<file path="src/rtl/call_stack.sv">
`default_nettype none
// ============================================================================
// call_stack : hardware return-address stack feeding the PC load port.
// Revision   : 1.0
// ============================================================================
module call_stack #(
    parameter int WIDTH = 16,
    parameter int DEPTH = 8
) (
    input  logic                     clk,
    input  logic                     rst,
    input  logic                     push,
    input  logic                     pop,
    input  logic [WIDTH-1:0]         push_addr,
    output logic [WIDTH-1:0]         ret_addr,
    output logic                     ret_valid,
    output logic [$clog2(DEPTH):0]   count,
    output logic                     empty,
    output logic                     full,
    output logic                     overflow,
    output logic                     underflow
);

    localparam int AW = $clog2(DEPTH);
    localparam int CW = AW + 1;
    localparam logic [CW-1:0] C_DEPTH = CW'(DEPTH);
    localparam logic [CW-1:0] C_ONE   = CW'(1);

    logic [WIDTH-1:0] mem_q [DEPTH];

    logic [CW-1:0]    count_q,     count_d;
    logic [WIDTH-1:0] ret_addr_q,  ret_addr_d;
    logic             ret_valid_q, ret_valid_d;
    logic             overflow_q,  overflow_d;
    logic             underflow_q, underflow_d;

    logic             w_empty;
    logic             w_full;
    logic [CW-1:0]    w_count_m1;
    logic [AW-1:0]    w_top_idx;
    logic [AW-1:0]    w_push_idx;
    logic             w_mem_we;
    logic [AW-1:0]    w_mem_widx;

    assign w_empty    = (count_q == '0);
    assign w_full     = (count_q == C_DEPTH);
    assign w_count_m1 = count_q - C_ONE;
    assign w_top_idx  = w_count_m1[AW-1:0];
    assign w_push_idx = count_q[AW-1:0];

    always_comb begin
        count_d     = count_q;
        ret_addr_d  = ret_addr_q;
        ret_valid_d = 1'b0;
        overflow_d  = overflow_q;
        underflow_d = underflow_q;
        w_mem_we    = 1'b0;
        w_mem_widx  = w_push_idx;

        if (pop && !w_empty) begin
            ret_addr_d  = mem_q[w_top_idx];
            ret_valid_d = 1'b1;
            if (push) begin
                // Swap: the new address replaces the popped top, depth unchanged.
                w_mem_we   = 1'b1;
                w_mem_widx = w_top_idx;
            end else begin
                count_d = w_count_m1;
            end
        end else begin
            if (pop) begin
                underflow_d = 1'b1;
            end
            if (push) begin
                if (w_full) begin
                    overflow_d = 1'b1;
                end else begin
                    w_mem_we = 1'b1;
                    count_d  = count_q + C_ONE;
                end
            end
        end
    end

    always_ff @(posedge clk or posedge rst) begin
        if (rst) begin
            count_q     <= '0;
            ret_addr_q  <= '0;
            ret_valid_q <= 1'b0;
            overflow_q  <= 1'b0;
            underflow_q <= 1'b0;
        end else begin
            count_q     <= count_d;
            ret_addr_q  <= ret_addr_d;
            ret_valid_q <= ret_valid_d;
            overflow_q  <= overflow_d;
            underflow_q <= underflow_d;
        end
    end

    // Storage is deliberately left out of reset.
    always_ff @(posedge clk) begin
        if (w_mem_we) begin
            mem_q[w_mem_widx] <= push_addr;
        end
    end

    assign ret_addr  = ret_addr_q;
    assign ret_valid = ret_valid_q;
    assign count     = count_q;
    assign empty     = w_empty;
    assign full      = w_full;
    assign overflow  = overflow_q;
    assign underflow = underflow_q;

endmodule
`default_nettype wire

</file>
<file path="config.mk">
export PLATFORM = sky130hd
export DESIGN_NAME = call_stack
export DESIGN_NICKNAME = d
export VERILOG_FILES = /design/src/rtl/call_stack.sv
export SDC_FILE = /design/constraint.sdc
export NUM_CORES = 1
export LEC_CHECK = 0
export BUFFER_PORTS_ARGS = -buffer_cell sky130_fd_sc_hd__buf_2
export CAP_MARGIN = 5
export CORE_MARGIN = 2
export CORE_UTILIZATION = 59
export DETAILED_ROUTE_END_ITERATION = 8
export PLACE_DENSITY = 0.89
export SYNTH_ARGS = -nofsm -noshare
export SYNTH_HDL_FRONTEND = slang
export SYNTH_SLANG_ARGS = --single-unit
</file>
<file path="constraint.sdc">
create_clock -name clk -period 3.28 [get_ports clk]
set_input_delay 0.164 -clock clk [delete_from_list [all_inputs] [get_ports clk]]
set_output_delay 0.164 -clock clk [all_outputs]
set_load 0.02 [all_outputs]
</file>
-- After elaboration in Yosys (flattened, before gate mapping)
Memory sizes are Yosys's and may differ from the RTL's. A register that Yosys moved wholly into a read port is not among the register bits.
Cells that the tools add are included.
- reduce and logical (&&, ||, !) cells: 7
- bitwise logic cells: 1
- add/subtract/negate cells: 2
- equal/unequal tests: 3
- muxes and demuxes: 13
- operators by type and width (operator ; number):
    $mux W4 ; 4
    $mux W1 ; 7
    $mux W3 ; 2
    $reduce_and A3 Y1 ; 2
    $add A4 B1 Y4 const B ; 1
    $eq A4 B4 Y1 const B ; 1
    $logic_not A4 Y1 ; 1
    $sub A4 B1 Y4 const B ; 1
    $ne A2 B1 Y1 const B ; 1
    $ne A2 B2 Y1 const B ; 1
    $reduce_and A2 Y1 ; 1
    $reduce_bool A2 Y1 ; 1
    $logic_and A1 B1 Y1 ; 1
    $logic_not A1 Y1 ; 1
    $not A1 Y1 ; 1
- flip-flop bits (word level): 7
- bits in writable memories: 128
- output and inout bits: 25
- input port bits: 20
- memories: 1
- word-level logic and storage cells: 31
- memory list (name ; depth ; bits a word ; read ports ; clocked after memory_dff ; wr ports ; line ; RTL):
    mem_q ; 8 ; 16 ; 1 ; 1 ; 1 ; 29 ; logic [WIDTH-1:0] mem_q [DEPTH];

-- Logic depth before layout (Yosys ltp)
- depth in word-level cells: 6
- depth in mapped cells: 10
- depth with buffers taken out: 7

-- Worst setup path after synthesis
OpenSTA, ideal clock, no wires.
- path kind: reg2reg
- start: register count_q[0], in the netlist count[0]
- end: memory mem_q[0][0] (enable)
- required time: 2.892 ns
- data arrival time: 2.581 ns
- path buffers: 4
- clock period less this slack: 2.970 ns
- cell stages (with the launch flop): 9
- path slack: 0.310 ns
- library setup time: 0.388 ns
- cells stage by stage: dfrtp_1 -> buf_4 -> buf_2 -> inv_1 -> ha_1 -> buf_2 -> clkbuf_1 -> mux2i_1 -> nor2_1
- word-level cells in the longest chain between the ends: 6
- elaborated cells on any way between the ends: 12
- those cells by class: add/sub: 1; eq/ne: 1; mux: 7; reduce/logical: 3
- RTL lines (item ; line ; RTL):
    start, declared ; 31 ; logic [CW-1:0] count_q, count_d;
    start signal, assigned ; 93 ; count_q <= count_d;
    $eq A4 B4 Y1 / $logic_not A4 Y1 (equally long branches) ; 46, 45 ;
    $mux W1 / $logic_not A1 Y1 (equally long branches) ; 75, 60 ;
    $mux W1 / $logic_and A1 B1 Y1 (equally long branches) ; 74, 60 ;
    $mux W1 ; 60 ; if (pop && !w_empty) begin
    $mux W1 ; 103 ; if (w_mem_we) begin
    $mux W1 (implied by the code) ; 104 ; mem_q[w_mem_widx] <= push_addr;
    end, declared ; 29 ;
Parallel ways exist; a longest one is shown, timed or not.

-- Worst setup path after layout
- start: register count_q[1], in the netlist count[1]
- end: memory mem_q[6][12] (enable)
The elaborated chain is that of the path after synthesis.

==> results.md <==
* Drc violations at 0
* Gr usage total at 25.6%
* Max_cap viols at 0
* Synth Area per Inst at 17.8 µm²
* Primary FF master, synth: edfxtp_1
* Fin crit period at 2.89 ns
* RSZ-0062 raised after global routing: false
* Routed vias/inst at 6.17
* Clock power share at 26.7%
* Status: complete, no violations
* Flop pwr share at 38.8%
* Met3 Routed Length at 1010 µm
* I/O pins at 45
* EDFF count, synth at 128
* Ratio of cells with drive above 1 in the final layout at 31.2%
* Routed met1 length at 5290 µm
* Remaining Overflow, GRT at 0
* First-pass GRT wire length at 20400 µm
* Pwr Density at 953 mW/mm²
* Yosys warnings at 0
* Final wirelength at 13200 µm
* Fin. max-slew vios at 0
* Netlist cell types at 44
* Initial DRC count at 392
* Post-route ant nets at 0
* Worst-Skew Late Latency at 0.53 ns
* Slew @ Worst Pin at 1.09 ns
* Final Core Density at 72.9%
* Clk sink count at 151
* # setup viols final at 0
* Post-DP HPWL at 7730 µm
* DR pass1 iterations at 5
* Fin Setup TNS at 0 ns
* Fin crit share at 88.0%
* Nets at 438
* Clock root cell: clkbuf_8
* H-tree level count at 4
* Crit Path Max Fanout at 9
* Crit Path Category: reg -> reg
* F_max at 0.347 GHz
* Gpl congestion at 0.819
* Multi-input gate area at 0.00147 mm²
* Endpoint type of the worst setup path: flop
* Full die area at 0.0111 mm²
* DR top layer: met4
* Most frequent cells in the layout: edfxtp_1, buf_2, nand2_1
* Std cell rows at 36
* PortBufs at 44
* Initial antenna violation count at 0
* Worst IR Drop VDD at 0.566 mV
* Worst-path clk slew at 0.06 ns
* Post CTS Setup Buffer Count at 0
* CTS tree: built
* Chip width at 105 µm
* Floorplan core area at 0.00986 mm²
* Ys async rst share at 15.2%
* Num CTS Buffers at 17
* Clock Skew at 0.0115 ns
* Commonest non-fill, non-tap cell in the layout: edfxtp_1
* Sw Share at 32.6%
* Startpoint type of the worst setup path: flop
* Final hold vios at 0
* Psw at 2230 µW
* Vias in the first global route at 3479
* Pint at 4620 µW
* Initial Util at 61.3%
* Fillers at 554
* Max-Slew Margin vs Limit at 27.0%
* WL per Instance at 23.5 µm
* Post-Syn Instances at 339
* Largest net degree at the start of global routing at 27
* Worst min path class: in -> reg
* Overall die height at 105 µm
* Leak pwr at 0.00267 µW
* Bufs on Longest Clock Path at 2
* Area growth from synthesis to layout at 18.8%
* Post-synthesis sequential area ratio at 73.1%
* CP required at 3.50 ns
* Via count at 3470
* FF+latch count, synth at 151
* Syn Nets at 361
* Area of the mapped netlist at 0.00605 mm²
* Sequential cell area at 0.00442 mm²
* Comb power frac at 34.5%
* Worst EP arrival at 3.11 ns
* Met2 WL at 6610 µm
* Ant. Diodes at 0
-- layout make-up --
type	count	area share, %
clock buffer	24	6.86
clock inverter	8	0.957
inverter	11	0.574
multi-input combinational	155	20.4
sequential	151	61.5
tap	133	2.31
timing repair buffer	80	7.41
-- sequential cells by signal (all words and copies together), names as in the netlist --
| register | count |
|---|---|
| count | 4 |
| underflow | 1 |
| ret_addr | 16 |
| ret_valid | 1 |
| overflow | 1 |
| mem_q | 128 |
-- power by group through the flow --
stage | logic, µW | registers, µW | clock network [µW]
5_1_grt | 2540 | 2690 | 1910
4_1_cts | 2370 | 2660 | 1840
6_report | 2360 | 2660 | 1830
3_5_place_dp | 2310 | 2680 | 0
3_3_place_gp | 2240 | 2660 | 0
2_1_floorplan | 1520 | 2820 | 0
-- synth_stat cells, drive strengths merged (3+ instances only) --
library cell  count  area [µm²]
a21o              4        30.0
a21oi             4        20.0
a22oi            16         120
buf              17         104
clkbuf            5        18.8
dfrtp            23         576
edfxtp          128        3840
inv              11        41.3
mux2i             3        30.0
mux4             32         721
nand2            37         155
nand2b            3        18.8
nand3             4        25.0
nor2             13        48.8
nor2b             3        18.8
o21ai             8        43.8
-- routing by layer --
metal  global-route usage [%]  up-vias
met5                        0        -
met4                     7.81        0
met3                     5.88       26
met2                     41.6      195
met1                     35.0     1768
li1                         -     1481
-- repair_timing --
item / in CTS / in global routing
resized for setup: 0 / 0
endpoints found under the hold margin: 151 / 0
hold buffers: 17 / 0
-- path summary, 6_finish.rpt --
kind                                           from  slack [ns]  cells after the start                        to
setup / recovery               count[1]$_DFFE_PP0P_        0.39                      7    mem_q[6][12]$_DFFE_PP_
hold / removal                                 push        0.07                      2      overflow$_DFFE_PP0P_
setup reg to reg               count[1]$_DFFE_PP0P_        0.39                      7    mem_q[6][12]$_DFFE_PP_
hold reg to reg            ret_addr[15]$_DFFE_PP0N_        0.46                      2  ret_addr[15]$_DFFE_PP0N_
max in group asynchronous                       rst        2.09                      3      count[0]$_DFFE_PP0P_
min in group asynchronous                       rst        0.45                      3     underflow$_DFFE_PP0P_
-- cell families after synthesis --
logic type                 count (synthesis)  share of synthesized area, %
AOI/OAI and AO/OA                         41                          4.90
buffers and inverters                     33                          2.71
adders and majority gates                  3                         0.600
and+or+nand+nor                           74                          6.04
xor gates and xnor gates                   2                         0.290
muxes                                     35                          12.4
DFF                                      151                          73.1
-- critical path: stages (launching register included) --
cell and delay (ns):
dfrtp_1 0.38, inv_1 0.12, ha_1 0.31, or3b_1 0.42
nand3_2 0.12, mux2i_1 0.16, nor2_1 0.73, buf_4 0.33
-- stage by stage --
stage	hold slack [ns]	setup WS [ns]	instances	cell area [µm²]	total power, µW
global placement	0.433	0.701	513	6460	4890
finish	0.0692	0.394	562	7190	6850
detailed placement	0.448	0.491	513	6460	5000
floorplan	0.166	0.310	339	6050	4340
CTS	0.0488	0.431	562	7190	6870
global route	0.0715	0.235	562	7190	7150
Note: power is estimated with default switching activity, not from simulation.
